$ cat config.mk
export PLATFORM = sky130hd
export DESIGN_NAME = data_bus_arbiter
export DESIGN_NICKNAME = d
export VERILOG_FILES = /design/src/rtl/bus_pkg.sv /design/src/rtl/arb_id_fifo.sv /design/src/rtl/data_bus_arbiter.sv
export SDC_FILE = /design/constraint.sdc
export NUM_CORES = 1
export LEC_CHECK = 0
export ABC_AREA = 1
export CORE_AREA = 2 2 123 125
export CTS_CLUSTER_SIZE = 8
export DETAILED_ROUTE_END_ITERATION = 7
export DIE_AREA = 0 0 125 127
export SYNTH_ARGS = -nofsm -noshare
export SYNTH_HDL_FRONTEND = slang
export SYNTH_SLANG_ARGS = --single-unit
$ cat constraint.sdc
create_clock -name clock -period 2.2 [get_ports clock]
set_input_delay 0.44 -clock clock [delete_from_list [all_inputs] [get_ports clock]]
set_output_delay 0.44 -clock clock [all_outputs]
set_load 0.03 [all_outputs]
$ cat src/rtl/bus_pkg.sv
// Shared types for the data-bus arbiter: master IDs, arbiter states and the
// per-master request bundle used by the forwarding mux.
package bus_pkg;

  typedef logic master_id_t;

  localparam master_id_t MASTER_CORE = 1'b0;
  localparam master_id_t MASTER_DBG  = 1'b1;

  typedef enum logic {
    IDLE,
    LOCKED
  } arb_state_t;

  typedef struct packed {
    logic [31:0] address;
    logic [31:0] write_data;
    logic [3:0]  byte_enable;
    logic        read_enable;
    logic        write_enable;
  } bus_req_t;

  // Read wins when a master raises both enables, so the write strobe is masked here.
  function automatic bus_req_t make_req(
    input logic [31:0] address,
    input logic [31:0] write_data,
    input logic [3:0]  byte_enable,
    input logic        read_enable,
    input logic        write_enable
  );
    bus_req_t r;
    r.address      = address;
    r.write_data   = write_data;
    r.byte_enable  = byte_enable;
    r.read_enable  = read_enable;
    r.write_enable = write_enable & ~read_enable;
    return r;
  endfunction

endpackage

$ cat src/rtl/arb_id_fifo.sv
// In-order FIFO of issuing-master IDs for reads still awaiting a slave response.
module arb_id_fifo
  import bus_pkg::*;
#(
  parameter int unsigned MAX_READS    = 4,
  parameter int unsigned ID_FIFO_BITS = $clog2(MAX_READS + 1)
) (
  input  logic                    clock,
  input  logic                    reset,
  input  logic                    push,
  input  logic                    pop,
  input  master_id_t              din,
  output master_id_t              head,
  output logic                    full,
  output logic                    empty,
  output logic [ID_FIFO_BITS-1:0] count
);

  localparam int unsigned PTR_W = (MAX_READS > 1) ? $clog2(MAX_READS) : 1;

  master_id_t             mem [MAX_READS];
  logic       [PTR_W-1:0] wr_ptr;
  logic       [PTR_W-1:0] rd_ptr;
  logic                   do_push;
  logic                   do_pop;

  function automatic logic [PTR_W-1:0] next_ptr(input logic [PTR_W-1:0] p);
    return (p == PTR_W'(MAX_READS - 1)) ? '0 : p + PTR_W'(1);
  endfunction

  assign full    = (count == ID_FIFO_BITS'(MAX_READS));
  assign empty   = (count == '0);
  assign do_push = push & ~full;
  assign do_pop  = pop & ~empty;
  assign head    = mem[rd_ptr];

  always_ff @(posedge clock) begin
    if (do_push) mem[wr_ptr] <= din;
  end

  always_ff @(posedge clock) begin
    if (reset) begin
      wr_ptr <= '0;
      rd_ptr <= '0;
      count  <= '0;
    end else begin
      if (do_push) wr_ptr <= next_ptr(wr_ptr);
      if (do_pop)  rd_ptr <= next_ptr(rd_ptr);
      case ({do_push, do_pop})
        2'b10:   count <= count + ID_FIFO_BITS'(1);
        2'b01:   count <= count - ID_FIFO_BITS'(1);
        default: count <= count;
      endcase
    end
  end

endmodule

$ cat src/rtl/data_bus_arbiter.sv
// Two-master round-robin arbiter for the data memory bus, with grant lock on
// slave stall and in-order routing of read responses to the issuing master.
module data_bus_arbiter
  import bus_pkg::*;
#(
  parameter int unsigned MAX_READS    = 4,
  parameter int unsigned ID_FIFO_BITS = $clog2(MAX_READS + 1)
) (
  input  logic        clock,
  input  logic        reset,
  input  logic [31:0] m0_address,
  input  logic [31:0] m0_write_data,
  input  logic [3:0]  m0_byte_enable,
  input  logic        m0_read_enable,
  input  logic        m0_write_enable,
  output logic [31:0] m0_read_data,
  output logic        m0_wait_req,
  output logic        m0_valid,
  input  logic [31:0] m1_address,
  input  logic [31:0] m1_write_data,
  input  logic [3:0]  m1_byte_enable,
  input  logic        m1_read_enable,
  input  logic        m1_write_enable,
  output logic [31:0] m1_read_data,
  output logic        m1_wait_req,
  output logic        m1_valid,
  output logic [31:0] s_address,
  output logic [31:0] s_write_data,
  output logic [3:0]  s_byte_enable,
  output logic        s_read_enable,
  output logic        s_write_enable,
  input  logic [31:0] s_read_data,
  input  logic        s_wait_req,
  input  logic        s_valid
);

  bus_req_t   req_bus [2];
  logic [1:0] req;
  bus_req_t   granted;

  arb_state_t state;
  master_id_t last_grant;
  master_id_t lock_id;
  master_id_t grant_id;
  logic       grant_valid;
  logic       read_block;
  logic       accept;

  master_id_t              fifo_head;
  logic                    fifo_full;
  logic                    fifo_empty;
  logic [ID_FIFO_BITS-1:0] outstanding;
  logic                    rsp_live;

  assign req_bus[0] = make_req(m0_address, m0_write_data, m0_byte_enable,
                               m0_read_enable, m0_write_enable);
  assign req_bus[1] = make_req(m1_address, m1_write_data, m1_byte_enable,
                               m1_read_enable, m1_write_enable);
  assign req[0] = m0_read_enable | m0_write_enable;
  assign req[1] = m1_read_enable | m1_write_enable;

  always_comb begin
    grant_id    = MASTER_CORE;
    grant_valid = 1'b0;
    if (!reset) begin
      case (state)
        IDLE: begin
          grant_valid = |req;
          if (req[0] && req[1]) grant_id = ~last_grant;
          else if (req[1])      grant_id = MASTER_DBG;
          else                  grant_id = MASTER_CORE;
        end
        LOCKED: begin
          grant_id    = lock_id;
          grant_valid = req[lock_id];
        end
        default: begin
          grant_id    = MASTER_CORE;
          grant_valid = 1'b0;
        end
      endcase
    end
  end

  assign granted    = req_bus[grant_id];
  // Uses the registered count so a same-cycle response cannot unblock a read.
  assign read_block = grant_valid & granted.read_enable
                    & (outstanding == ID_FIFO_BITS'(MAX_READS));
  assign accept     = grant_valid & ~s_wait_req & ~read_block;

  always_comb begin
    s_address      = '0;
    s_write_data   = '0;
    s_byte_enable  = '0;
    s_read_enable  = 1'b0;
    s_write_enable = 1'b0;
    if (grant_valid) begin
      s_address      = granted.address;
      s_write_data   = granted.write_data;
      s_byte_enable  = granted.byte_enable;
      s_read_enable  = granted.read_enable & ~read_block;
      s_write_enable = granted.write_enable;
    end
  end

  always_comb begin
    m0_wait_req = 1'b1;
    m1_wait_req = 1'b1;
    if (!reset) begin
      if (!req[0])
        m0_wait_req = 1'b0;
      else if (grant_valid && grant_id == MASTER_CORE)
        m0_wait_req = s_wait_req | read_block;

      if (!req[1])
        m1_wait_req = 1'b0;
      else if (grant_valid && grant_id == MASTER_DBG)
        m1_wait_req = s_wait_req | read_block;
    end
  end

  always_ff @(posedge clock) begin
    if (reset) begin
      state      <= IDLE;
      last_grant <= MASTER_DBG;
      lock_id    <= MASTER_CORE;
    end else begin
      case (state)
        IDLE: begin
          if (grant_valid) begin
            if (accept) begin
              last_grant <= grant_id;
            end else begin
              lock_id <= grant_id;
              state   <= LOCKED;
            end
          end
        end
        LOCKED: begin
          if (!grant_valid) begin
            state <= IDLE;
          end else if (accept) begin
            last_grant <= lock_id;
            state      <= IDLE;
          end
        end
        default: state <= IDLE;
      endcase
    end
  end

  arb_id_fifo #(
    .MAX_READS    (MAX_READS),
    .ID_FIFO_BITS (ID_FIFO_BITS)
  ) u_id_fifo (
    .clock (clock),
    .reset (reset),
    .push  (accept & granted.read_enable & ~fifo_full),
    .pop   (s_valid & ~fifo_empty),
    .din   (grant_id),
    .head  (fifo_head),
    .full  (fifo_full),
    .empty (fifo_empty),
    .count (outstanding)
  );

  assign rsp_live     = s_valid & ~fifo_empty & ~reset;
  assign m0_valid     = rsp_live & (fifo_head == MASTER_CORE);
  assign m1_valid     = rsp_live & (fifo_head == MASTER_DBG);
  assign m0_read_data = s_read_data;
  assign m1_read_data = s_read_data;

endmodule

-- Yosys cells after proc, flatten, opt, wreduce, memory -nomap -nowiden
Memories as Yosys holds them, arrays and structs flattened. A register that Yosys moved wholly into a read port is not among the register bits.
Index checks and enable logic that the tools add are counted.
- memories kept: 1
- memory bits (writable): 4
- input bits: 176
- word-level logic and storage cells: 98
- bits in registers: 10
- output and inout bits: 138
- eq/ne operators: 9
- add/sub/neg operators: 4
- multiplexer cells: 35
- magnitude comparators: 2
- reductions and logical operators: 9
- bitwise gates (word level): 32
- memories (memory ; words ; width ; rd ports ; clocked after Yosys merged registers in ; wr ports ; line ; RTL):
    u_id_fifo.mem ; 4 ; 1 ; 1 ; 1 ; 1 ; arb_id_fifo.sv:21 ; master_id_t mem [MAX_READS];
- operators by type and width (kind ; number):
    70-bit two-way mux ; 3
    32-bit two-way mux ; 2
    1-bit two-way mux ; 21
    1-bit bitwise AND ; 15
    1-bit inverter ; 13
    2-bit two-way mux ; 4
    2-bit == test (second input constant) ; 3
    1-bit case mux with 2 select lines ; 3
    3-bit case mux with 2 select lines ; 1
    2-bit by 1-bit adder with 2-bit output (second input constant) ; 2
    4-bit two-way mux ; 1
    2-bit by 1-bit != test with 1-bit output (second input constant) ; 2
    2-bit != test (second input constant) ; 2
    4-bit AND reduction ; 1
    2-bit OR reduction ; 2
    3-bit by 1-bit adder with 3-bit output (second input constant) ; 1
    3-bit == test (second input constant) ; 1
    1-bit logical AND ; 3
    3-bit logical NOT ; 1
    1-bit bitwise OR ; 3
    3-bit AND reduction ; 1
    3-bit by 1-bit subtractor with 3-bit output (second input constant) ; 1
    2-bit by 1-bit == test with 1-bit output (second input constant) ; 1
    2-bit greater-or-equal comparator (second input constant) ; 1
    3 further kinds ; 3

-- Depth between registers and ports, before layout
- depth in word-level cells: 18
- depth in mapped cells: 16
- gate-level depth less buffers: 16

-- Hierarchy
From an unflattened synthesis, not the netlist that was laid out.
- cells, all modules: 428
- area, all modules: 2497.4 um^2
- modules (own cells, without submodules) (module ; cells an instance ; times used ; sequential area each (um^2) ; area each (um^2)):
    data_bus_arbiter ; 345 ; 1 ; 60.1 ; 1813.0
    arb_id_fifo ; 83 ; 1 ; 300.3 ; 684.4

-- Worst setup path before layout
No wires, ideal clock.
- path kind: input port to flip-flop
- start point: in m1_write_enable
- end point: reg u_id_fifo.count[1]
- arrival: 2371 ps
- path buffers: 0
- setup time: 64 ps
- required time: 2136 ps
- stages: 15
- setup slack: -234 ps
- cells stage by stage: inv_1 -> nand2_1 -> nand2_1 -> nand2_1 -> nand3_2 -> nand2_1 -> nand2_1 -> nor3_4 -> nand2_2 -> ha_1 -> inv_1 -> fa_1 -> nor2_1 -> a21oi_1 -> nor2_1
- cells in the longest elaborated chain, start to end: 18
- elaborated cells between the ends (all ways): 27
- those cells by class: eq/ne: 2; mux: 12; bitwise: 10; reduce/logical: 3
- ends and longest elaborated chain (element ; line ; RTL):
    start: declaration ; data_bus_arbiter.sv:23 ; input logic m1_write_enable,
    1-bit bitwise OR * ; data_bus_arbiter.sv:60 ; assign req[1] = m1_read_enable | m1_write_enable;
    1-bit two-way mux or 1-bit logical AND (tied branches) ; data_bus_arbiter.sv:70, data_bus_arbiter.sv:69 ;
    1-bit two-way mux ; data_bus_arbiter.sv:69 ; if (req[0] && req[1]) grant_id = ~last_grant;
    1-bit case mux with 2 select lines ; data_bus_arbiter.sv:66 ; case (state)
    1-bit two-way mux ; data_bus_arbiter.sv:65 ; if (!reset) begin
    1-bit inverter with 2-bit output (not written as such) ; data_bus_arbiter.sv:85 ; assign granted = req_bus[grant_id];
    70-bit two-way mux (not written as such) (3 in a row) ; data_bus_arbiter.sv:85 ;
    1-bit bitwise AND ; data_bus_arbiter.sv:87 ; assign read_block = grant_valid & granted.read_enable
    1-bit bitwise AND ; data_bus_arbiter.sv:88 ; & (outstanding == ID_FIFO_BITS'(MAX_READS));
    1-bit inverter ; data_bus_arbiter.sv:89 ; assign accept = grant_valid & ~s_wait_req & ~read_block;
    1-bit bitwise AND ; data_bus_arbiter.sv:89 ;
    1-bit bitwise AND * (2 in a row) ; data_bus_arbiter.sv:158 ; .push (accept & granted.read_enable & ~fifo_full),
    1-bit bitwise AND * ; arb_id_fifo.sv:33 ; assign do_push = push & ~full;
    2-bit by 1-bit == test with 1-bit output or 2-bit == test (tied branches) ; arb_id_fifo.sv:49 ; case ({do_push, do_pop})
    3-bit case mux with 2 select lines or 2-bit nonzero test (tied branches) ; n/a ;
    end signal: assignment ; arb_id_fifo.sv:50 ; 2'b10: count <= count + ID_FIFO_BITS'(1);
    end signal: assignment ; arb_id_fifo.sv:51 ; 2'b01: count <= count - ID_FIFO_BITS'(1);
    end signal: assignment ; arb_id_fifo.sv:52 ; default: count <= count;
    end: declaration ; arb_id_fifo.sv:16 ; output logic [ID_FIFO_BITS-1:0] count
Mark *: on every way between the ends. The rest lies on a longest branch, timed or not. The select of a mux whose other input is x is not followed.
A chain may end at the register's enable or synchronous reset.

-- Worst setup path after layout
- start point: in m0_write_enable
- end point: out m0_wait_req
- cells in the longest elaborated chain, start to end: 15
- elaborated cells between the ends (all ways): 22
- those cells by class: mux: 13; bitwise: 6; reduce/logical: 3
- ends and longest elaborated chain (element ; line ; RTL):
    start: declaration ; data_bus_arbiter.sv:15 ; input logic m0_write_enable,
    1-bit bitwise OR * ; data_bus_arbiter.sv:59 ; assign req[0] = m0_read_enable | m0_write_enable;
    1-bit logical AND ; data_bus_arbiter.sv:69 ;
    1-bit two-way mux ; data_bus_arbiter.sv:69 ;
    1-bit case mux with 2 select lines ; data_bus_arbiter.sv:66 ;
    1-bit two-way mux ; data_bus_arbiter.sv:65 ;
    1-bit inverter with 2-bit output (not written as such) ; data_bus_arbiter.sv:85 ;
    70-bit two-way mux (not written as such) (3 in a row) ; data_bus_arbiter.sv:85 ;
    1-bit bitwise AND ; data_bus_arbiter.sv:87 ;
    1-bit bitwise AND ; data_bus_arbiter.sv:88 ;
    1-bit bitwise OR ; data_bus_arbiter.sv:113 ; m0_wait_req = s_wait_req | read_block;
    1-bit two-way mux ; data_bus_arbiter.sv:112 ; else if (grant_valid && grant_id == MASTER_CORE)
    1-bit two-way mux * ; data_bus_arbiter.sv:110 ; if (!req[0])
    1-bit two-way mux * ; data_bus_arbiter.sv:109 ; if (!reset) begin
    end: declaration ; data_bus_arbiter.sv:17 ; output logic m0_wait_req,
Marks and branches as above.

==> metrics.txt <==
status complete, but fails checks; failing checks negative setup slack; Power Density 427 nW/um2; Max-slew headroom 68.0%; Critical path origin m0_write_enable; share of layout cells above drive strength 1 33.1%; setup violators final 12; root buffer cell clkbuf_16; Unique masters post-synth 27; RSZ-0062 raised after global routing true; top-count cell post-synth nand2_1; P&R area growth vs syn 119%; DRC violation count after routing 0; total wire length 11000 um; top-area cell type share of the netlist area 25.1%; die area 15900 um2; clk_lat worst skew 0.25 ns; Fill cells 1547; asr flop ratio synth 0%; Port-buffer cells 217; worst r2r path cells 16; number of cells on the worst hold path 2; diode count 0; final layout net count 774; Die Ht 127 um; average size of a mapped cell 5.72 um2; I/O Pins 314; maximum VDD drop 0.229 mV; Worst EP required 1.76 ns; syn nets 585; Min Clock Period, post-route 2.26 ns; Initial Utilization 16.0%; type of the most critical hold path reg -> reg; vias in the first global route 3208; #FFs+latches synth 16; CTS tree yes; reg2reg setup slack 0.05 ns; multi-input logic area 1540 um2; clock skew 0.00900 ns; # clock sinks 16; largest net degree at the start of global routing 45; number of flops mapped to enable cells by yosys 4; TNS Setup -0.167 ns; final setup margin -0.0606 ns; top_reg_cell synth dfxtp_1; Placeable Area 14400 um2; Hold EP u_id_fifo.wr_ptr[1]; period utilization 103%; Max Slew Vio Count 0; area leader, netlist nand2_1; crit start category primary input; Reg clk slew, reported paths 0.05 ns; Vias per Instance 4.11; max cap viols 0; Worst-Margin Slew 0.477 ns; synth cell count leaders 154 x nand2_1, 75 x a21oi_1, 65 x buf_4; Final Util 35.0%; crit-path max FO 4; Met3 Wirelength 969 um; Fin. Hold Viols 0; Max Fclk 442 MHz; met1 wire length 4130 um; Post-DRT Antenna Nets 0; row count 44; synth top area cells nand2_1 25%, buf_4 21%, a21oi_1 16%; drt initial violations 76; Post-Syn Area 2300 um2; DR top layer met4; WL per Instance 14.2 um; register area 365 um2; initial antenna violation count 0; vias 3181; first-pass GRT wire length 16300 um; r2r startpoint lock_id; leakage power 0.00221 uW; register area share after synthesis 15.7%; hold path start u_id_fifo.wr_ptr[1]; RR Endpoint u_id_fifo.count[1]; H-tree lvl count 1; grt ovf 0; Worst EP arrival 1.82 ns; crit end category primary output; WS Path Type in -> out; post-synthesis instance total 402; Tot GR Track Use 12.6%; Ys Warns 0; CTS buffer count 3; Met2 Wirelength 5680 um; post-DP HPWL 8520 um; Max clock buf depth 2; First-pass DRT Iterations 4; chip width 125 um; Final GP Congestion 0.774
## where the power goes
group          internal (uW)  switching [uW]
Clock                    241             115
Combinational            724             711
Sequential               338            27.8
Total                   1300             854
## worst max-delay path by stage
stage	endpoint	slack (ns)	cells after the start
after global placement	s_write_data[11]	-0.55	12
after CTS	m0_wait_req	-0.05	10
after detailed placement	s_write_data[11]	-0.52	12
after global routing	m0_wait_req	-0.16	12
final	m0_wait_req	-0.06	12
after floorplan	u_id_fifo.count[1]	-0.15	13
## metal layers
| metal | vias up | GRT usage, % |
|---|---|---|
| met4 | 0 | 3.20 |
| li1 | 1602 | - |
| met1 | 1391 | 14.2 |
| met3 | 36 | 3.81 |
| met5 | - | 0 |
| met2 | 152 | 23.2 |
## stage by stage
| stage | hold slack (ns) | instances | cell area [um2] | power (uW) | worst slack [ns] |
|---|---|---|---|---|---|
| after floorplan | 0.467 | 402 | 2390 | 1180 | -0.149 |
| after detailed placement | 0.493 | 751 | 4370 | 1600 | -0.522 |
| after global placement | 0.488 | 751 | 4370 | 1600 | -0.547 |
| final | 0.497 | 774 | 5050 | 2160 | -0.0606 |
| after CTS | 0.500 | 767 | 4770 | 2070 | -0.0465 |
| after global routing | 0.539 | 774 | 5050 | 2290 | -0.163 |
## final cells by class
class / instances / share of cell area, %
tap: 184 / 4.56
clock inverter: 1 / 0.0744
multi-input combinational: 278 / 30.4
clock buffer: 3 / 1.49
sequential: 16 / 7.24
inverter: 23 / 2.31
timing repair buffer: 269 / 53.9
## worst max-delay path, cell delays in order
cell	delay, ns
clkdlybuf4s15_2	0.21
inv_4	0.06
nand2_4	0.06
nand3_4	0.07
nand3_4	0.13
buf_6	0.15
nand2_4	0.06
nand4_1	0.12
nand2_2	0.13
nor3_2	0.05
o21ai_1	0.15
buf_4	0.18
## cell families (layout without fill, tap and decap cells)
family	count (synthesis)	count (layout)	synth area share, %
buf+inv	108	296	28.7
simple gates	183	183	31.6
flops	16	16	15.7
fa+ha+maj	7	7	4.13
compound gates	88	88	19.9
## placed cells by master (no fill, tap or decap), types with 2 or more instances in the layout
cell / instances
buf_12: 14
nand2_1: 133
buf_6: 19
a21oi_4: 5
nand3_4: 2
inv_1: 14
buf_8: 2
nand2_4: 9
buf_4: 87
a21oi_1: 54
clkbuf_16: 5
ha_1: 5
nand2_2: 14
nor2_1: 15
a21oi_2: 17
o21ai_0: 3
edfxtp_1: 4
o21ai_1: 4
dfxtp_1: 10
nor3_1: 2
nand3_1: 2
nand4_1: 3
inv_2: 2
clkdlybuf4s50_1: 138
inv_4: 5
buf_16: 3
## repair_timing
| action | in CTS | in global routing |
|---|---|---|
| pin swaps | 18 | 19 |
| endpoints found under the setup margin | 75 | 70 |
| setup buffers | 9 | 5 |
| gates cloned | 3 | 2 |
| resized for setup | 55 | 53 |
| hold buffers | 0 | 0 |
Note: power is estimated with default switching activity, not from simulation.
